File: config.mk
export PLATFORM = sky130hd
export DESIGN_NAME = psram_arbiter
export DESIGN_NICKNAME = d
export VERILOG_FILES = /design/src/rtl/psram_arbiter.sv
export SDC_FILE = /design/constraint.sdc
export NUM_CORES = 1
export LEC_CHECK = 0
export ABC_AREA = 0
export CAP_MARGIN = 10
export CORE_AREA = 2 2 102 104
export DETAILED_ROUTE_END_ITERATION = 16
export DIE_AREA = 0 0 104 106
export PLACE_DENSITY = 0.8
export SYNTH_ARGS = -nofsm -noshare
export SYNTH_HDL_FRONTEND = slang
export SYNTH_SLANG_ARGS = --single-unit
File: constraint.sdc
create_clock -name clk100m -period 2.15 [get_ports clk100m]
set_input_delay 0.43 -clock clk100m [delete_from_list [all_inputs] [get_ports clk100m]]
set_output_delay 0.43 -clock clk100m [all_outputs]
set_load 0.02 [all_outputs]
File: src/rtl/psram_arbiter.sv
// Round-robin N-channel front end for the ddr100_psram user port.
// Grants one channel at a time, and an in-order tag FIFO routes read returns back to the issuing channel.
module psram_arbiter #(
  parameter int NCH       = 2,
  parameter int AW        = 25,
  parameter int DW        = 32,
  parameter int RDQ_DEPTH = 4
) (
  input  logic                               clk100m,
  input  logic                               rst,
  input  logic [NCH*AW-1:0]                  ch_addr,
  input  logic [NCH-1:0]                     ch_re,
  input  logic [NCH-1:0]                     ch_we,
  input  logic [NCH*DW-1:0]                  ch_wdata,
  input  logic [NCH*(DW/8)-1:0]              ch_wbe,
  output logic [NCH-1:0]                     ch_cmdready,
  output logic [DW-1:0]                      ch_rdata,
  output logic [NCH-1:0]                     ch_rdready,
  output logic [AW-1:0]                      ps_addr,
  output logic                               ps_re,
  output logic                               ps_we,
  output logic [DW-1:0]                      ps_wdata,
  output logic [DW/8-1:0]                    ps_wbe,
  output logic                               ps_refresh,
  input  logic                               ps_cmdready,
  input  logic [DW-1:0]                      ps_rdata,
  input  logic                               ps_rdready,
  output logic [$clog2(RDQ_DEPTH+1)-1:0]     rd_outstanding,
  output logic                               rd_orphan
);

  localparam int GW = (NCH > 1) ? $clog2(NCH) : 1;
  localparam int BW = DW / 8;
  localparam int QW = $clog2(RDQ_DEPTH);
  localparam int CW = $clog2(RDQ_DEPTH + 1);

  typedef enum logic {S_IDLE, S_GRANT} state_t;

  state_t          r_state;
  state_t          w_state_next;
  logic [GW-1:0]   r_gnt;
  logic [GW-1:0]   w_gnt_next;
  logic [GW-1:0]   r_rr_ptr;
  logic [GW-1:0]   w_rr_next;

  logic [AW-1:0]   w_addr  [NCH];
  logic [DW-1:0]   w_wdata [NCH];
  logic [BW-1:0]   w_wbe   [NCH];
  logic [NCH-1:0]  w_req;
  logic [NCH-1:0]  w_elig;
  logic [NCH-1:0]  w_gnt_oh;

  logic [GW-1:0]   r_tag_mem [RDQ_DEPTH];
  logic [QW-1:0]   r_wr_ptr;
  logic [QW-1:0]   r_rd_ptr;
  logic [CW-1:0]   r_count;
  logic            r_orphan;
  logic [GW-1:0]   w_head;

  logic            w_accept;
  logic            w_push;
  logic            w_pop;
  logic            w_rd_block;
  logic            w_granted;

  for (genvar gi = 0; gi < NCH; gi++) begin : g_ch
    assign w_addr[gi]  = ch_addr[gi*AW +: AW];
    assign w_wdata[gi] = ch_wdata[gi*DW +: DW];
    assign w_wbe[gi]   = ch_wbe[gi*BW +: BW];
    assign w_req[gi]   = ch_re[gi] | ch_we[gi];
    assign w_elig[gi]  = ch_we[gi] | (ch_re[gi] & ~w_rd_block);
  end

  assign w_granted = (r_state == S_GRANT);
  assign w_gnt_oh  = NCH'(1) << r_gnt;
  assign w_accept  = w_granted & ps_cmdready & w_req[r_gnt];
  assign w_push    = w_accept & ~ch_we[r_gnt];
  assign w_pop     = ps_rdready & (r_count != '0);

  // A read accepted this edge already occupies a slot when the next grant is chosen.
  assign w_rd_block = (r_count == CW'(RDQ_DEPTH)) |
                      (w_push & (r_count == CW'(RDQ_DEPTH - 1)));

  function automatic logic [GW:0] rr_pick(input logic [NCH-1:0] mask,
                                          input logic [GW-1:0]  base);
    logic [GW:0] res;
    int          idx;
    res = '0;
    for (int k = NCH - 1; k >= 0; k--) begin
      idx = (int'(base) + k) % NCH;
      if (mask[idx]) res = {1'b1, idx[GW-1:0]};
    end
    return res;
  endfunction

  always_ff @(posedge clk100m or posedge rst) begin
    if (rst) begin
      r_state  <= S_IDLE;
      r_gnt    <= '0;
      r_rr_ptr <= '0;
    end else begin
      r_state  <= w_state_next;
      r_gnt    <= w_gnt_next;
      r_rr_ptr <= w_rr_next;
    end
  end

  always_comb begin
    logic [GW:0]    pick;
    logic [NCH-1:0] mask;
    logic [GW-1:0]  base;
    logic           scan;
    w_state_next = r_state;
    w_gnt_next   = r_gnt;
    w_rr_next    = r_rr_ptr;
    mask         = '0;
    base         = r_rr_ptr;
    scan         = 1'b0;
    pick         = '0;
    case (r_state)
      S_IDLE: begin
        mask = w_elig;
        scan = 1'b1;
      end
      S_GRANT: begin
        if (!w_req[r_gnt]) begin
          w_state_next = S_IDLE;
        end else if (ps_cmdready) begin
          w_rr_next = (r_gnt == GW'(NCH - 1)) ? '0 : r_gnt + GW'(1);
          base      = w_rr_next;
          mask      = w_elig & ~w_gnt_oh;
          scan      = 1'b1;
        end
      end
      default: w_state_next = S_IDLE;
    endcase
    if (scan) begin
      pick = rr_pick(mask, base);
      if (pick[GW]) begin
        w_state_next = S_GRANT;
        w_gnt_next   = pick[GW-1:0];
      end else begin
        w_state_next = S_IDLE;
      end
    end
  end

  always_comb begin
    ps_addr     = '0;
    ps_wdata    = '0;
    ps_wbe      = '0;
    ps_re       = 1'b0;
    ps_we       = 1'b0;
    ps_refresh  = 1'b1;
    ch_cmdready = '0;
    if (w_granted) begin
      ps_addr     = w_addr[r_gnt];
      ps_wdata    = w_wdata[r_gnt];
      ps_wbe      = w_wbe[r_gnt];
      ps_we       = ch_we[r_gnt];
      ps_re       = ch_re[r_gnt] & ~ch_we[r_gnt];
      ps_refresh  = 1'b0;
      ch_cmdready = ps_cmdready ? w_gnt_oh : '0;
    end
  end

  always_ff @(posedge clk100m) begin
    if (w_push) r_tag_mem[r_wr_ptr] <= r_gnt;
  end

  assign w_head = r_tag_mem[r_rd_ptr];

  always_ff @(posedge clk100m or posedge rst) begin
    if (rst) begin
      r_wr_ptr <= '0;
      r_rd_ptr <= '0;
      r_count  <= '0;
      r_orphan <= 1'b0;
    end else begin
      if (w_push) r_wr_ptr <= r_wr_ptr + QW'(1);
      if (w_pop)  r_rd_ptr <= r_rd_ptr + QW'(1);
      case ({w_push, w_pop})
        2'b10:   r_count <= r_count + CW'(1);
        2'b01:   r_count <= r_count - CW'(1);
        default: r_count <= r_count;
      endcase
      if (ps_rdready && (r_count == '0)) r_orphan <= 1'b1;
    end
  end

  assign ch_rdata       = ps_rdata;
  assign ch_rdready     = w_pop ? (NCH'(1) << w_head) : '0;
  assign rd_outstanding = r_count;
  assign rd_orphan      = r_orphan;

endmodule

==> results by group <==
CTS
  – CTS tree: built
  – Clk sinks: 15
  – Post-CTS Hold Fix Bufs: 0
  – H-Tree Level Count: 1
  – Longest Clk Path Bufs: 2
  – CTS Buf Count: 3
  – Clk_lat worst skew: 260 ps
  – Worst-path clk slew: roughly 70 ps
  – Root buffer cell: clkbuf_8

Final layout
  – Area Growth Syn to Fin: 101%
  – Fillers: approximately 1,100
  – Ratio of cells with drive above 1 in the final layout: approximately 9.0%
  – # diodes: 0
  – Final instance area: 4180 sq um
  – Final nets: 611

Timing
  – Slew Viols, Final: 0
  – Final worst slack: about 55 ps
  – Final Hold Violating Endpoints: 0
  – RSZ-0062 raised after global routing: yes
  – Fmax: 0.477 GHz
  – Worst Hold Slack: ~460 ps
  – Skew final: 2.77 ps
  – Minimum clock period after layout: ~2100 ps
  – Worst-Margin Slew: roughly 490 ps
  – # setup viols final: 0
  – Tcrit/Tclk final: between 90% and 100%
  – Max-slew headroom: approximately 67%

Drt
  – WL per Instance: roughly 15 um
  – First drt pass iteration count: 4
  – Via Count: ~2,500
  – Final ANT Viol Nets: 0
  – Final wirelength: about 8600 um
  – DRC violations left: 0
  – Vias per cell: 4.25
  – Initial DRC Count: 75

Critical path
  – R2R Path End: rd_outstanding[2]$_DFFE_PP0P_
  – Crit. End Element: output pin
  – Crit Path Category: register to output pin
  – Critical R2R Launch: r_gnt$_DFFE_PP0P_
  – CP required: roughly 1700 ps
  – CP arrival: roughly 1700 ps
  – Crit start category: register
  – Crit path max fanout: 26
  – R2R Setup Slk: approximately 55 ps
  – Reg2Reg Depth: 9

Logic synthesis
  – Sequential element share of the synthesized area: 19.0%
  – Synth warnings: 0
  – Synth area leaders: mux2i_1 31%, dfrtp_1 13%, nor2_1 13%
  – Cell variety after synth: 36
  – Number of synthesized register bits: 15
  – Syn_nets: about 430
  – Mean Syn Cell Area: 7.88 sq um
  – Mapped Cells: roughly 260
  – Synth top area share: a little under a third
  – Yosys top cell by area: mux2i_1
  – Synth Cell Area: around 2100 sq um

Hold path
  – Hold endpoint: rd_orphan$_DFFE_PP0P_
  – Hold Path Class: register to register
  – HP Start: rd_orphan$_DFFE_PP0P_
  – WHS Path Cells: 1

Die
  – Height of the chip: roughly 110 um
  – Initial Utilization: 20.8%
  – Core Region: between 9000 and 10,000 sq um
  – Io pins: between 200 and 300
  – Full die area: 11,000 sq um
  – FP Rows: 37
  – Die W: between 100 and 150 um

Global route
  – Vias in the first global route: roughly 2,500
  – First-pass GRT wire length: around 13,000 um
  – GRT overflow: 0
  – GRT Util Overall: 14.1%
  – Pin count of the biggest net entering global routing: between 40 and 50
  – Initial antenna violation count: 0

Run status
  – Status: finished, final reports clean

Pwr
  – Worst vdd ir: around 0.00050 V
  – Leakage: 2.03 nW
  – Power per cell area: 1120 nW/um^2

Placement
  – Placed inst area: 4160 sq um
  – Routability congestion estimate: about 0.83
  – Place WS: -402 ps
  – Buffers on Ports: ~200
  – Post-DP HPWL: between 7000 and 8000 um

Flow run
  – Max Cap Viol: 0
synth_stat cells:
| master | n |
|---|---|
| a211oi_1 | 1 |
| a21o_1 | 1 |
| a21oi_1 | 2 |
| a22oi_1 | 2 |
| a31o_2 | 1 |
| a31oi_1 | 1 |
| a32oi_1 | 1 |
| and2_1 | 7 |
| and4_1 | 1 |
| buf_1 | 2 |
| buf_2 | 7 |
| buf_4 | 32 |
| buf_6 | 2 |
| clkbuf_1 | 6 |
| clkinv_2 | 1 |
| dfrtp_1 | 11 |
| edfxtp_1 | 4 |
| fa_1 | 1 |
| ha_1 | 5 |
| inv_1 | 12 |
| mux2i_1 | 64 |
| mux4_2 | 1 |
| nand2_1 | 7 |
| nand2b_1 | 1 |
| nand3b_1 | 1 |
| nor2_1 | 71 |
| nor3_1 | 1 |
| o2111ai_1 | 1 |
| o21ai_0 | 5 |
| o311ai_0 | 1 |
| o31a_1 | 1 |
| or2_2 | 1 |
| or3_1 | 1 |
| or3b_1 | 2 |
| xnor2_1 | 4 |
| xor2_1 | 2 |
report_power, final:
group          total, mW  internal [mW]  switching [mW]  leakage (nW)
sequential         0.537          0.430           0.106         0.161
combinational       3.89           1.78            2.11          1.84
clock              0.248          0.131           0.117        0.0217
worst max-delay path by stage:
stage                     cells after the start  slack [ps]         startpoint                            end
final                                         4          50  r_gnt$_DFFE_PP0P_                   ps_wdata[12]
after global routing                          9         -20  r_gnt$_DFFE_PP0P_  rd_outstanding[2]$_DFFE_PP0P_
after CTS                                     4        -200  r_gnt$_DFFE_PP0P_                    ps_addr[23]
after detailed placement                     10        -400           ch_we[1]  rd_outstanding[2]$_DFFE_PP0P_
after global placement                       10        -360           ch_we[1]  rd_outstanding[2]$_DFFE_PP0P_
after floorplan                              11          -6  r_gnt$_DFFE_PP0P_  rd_outstanding[2]$_DFFE_PP0P_
cells by family (layout without fill, tap and decap cells):
logic type	count (synthesis)	after routing	share of synthesized area [%]
xor gates and xnor gates	6	6	2.53
and+or+nand+nor	93	93	18.9
muxes	65	65	31.9
DFF	15	15	19.0
adders and majority gates	6	6	3.97
buffers and inverters	62	240	18.2
AOI/OAI and AO/OA	17	17	5.53
cells in the final DEF, fill, tap and decap left out, drive strengths merged, types with 7 or more instances in the layout:
master / instances
dfrtp: 11
inv: 12
mux2i: 64
dlygate4sd2: 68
nor2: 71
buf: 21
clkdlybuf4s50: 130
and2: 7
nand2: 7
what timing repair did:
action	CTS	global route
gates resized for setup	73	7
setup buffers	0	1
endpoints found under the setup margin	69	33
pin swaps	6	0
gates cloned	0	1
critical path: stages, from the launching register on:
cell           delay, ps
dfrtp_4              550
buf_12               200
mux2i_1              130
nor2_1               150
dlygate4sd2_1        360
per-layer routing:
layer | up-vias | routed length, um | part of all wire (%) | GRT usage [%]
met5 | - | 0 | 0 | 0
met4 | 0 | 51 | 0.59 | 2.32
met3 | 7 | 593 | 6.9 | 3.37
met2 | 135 | 4890 | 57 | 28.9
met1 | 1113 | 3100 | 36 | 14.6
li1 | 1201 | - | - | -
state kept, by name (all words and copies together), names as in the netlist:
register	cells
r_tag_mem	4
rd_outstanding	3
r_rd_ptr	2
r_wr_ptr	2
r_gnt	1
r_rr_ptr	1
r_state	1
rd_orphan	1
layout make-up:
type / instances / area, sq um / area share, %
clock buffer: 3 / 41.3 / 0.987
inverter: 13 / 53.8 / 1.29
tap: 136 / 170 / 4.07
clock inverter: 1 / 7.51 / 0.179
timing repair buffer: 223 / 2170 / 51.9
sequential: 15 / 399 / 9.54
multi-input combinational: 187 / 1340 / 32.1
through the flow:
stage / power, mW / utilization (%) / setup TNS [ps] / cells
after floorplan: 2.90 / - / -6.15 / 264
after global placement: 4.66 / 41.6 / -1280 / 572
final: 4.67 / 41.8 / 0 / 578
after CTS: 4.61 / 41.3 / -206 / 576
after detailed placement: 4.74 / 41.6 / -1560 / 572
after global routing: 5.00 / 41.8 / -22.8 / 578
No activity file was read; power rests on OpenSTA's default activity.
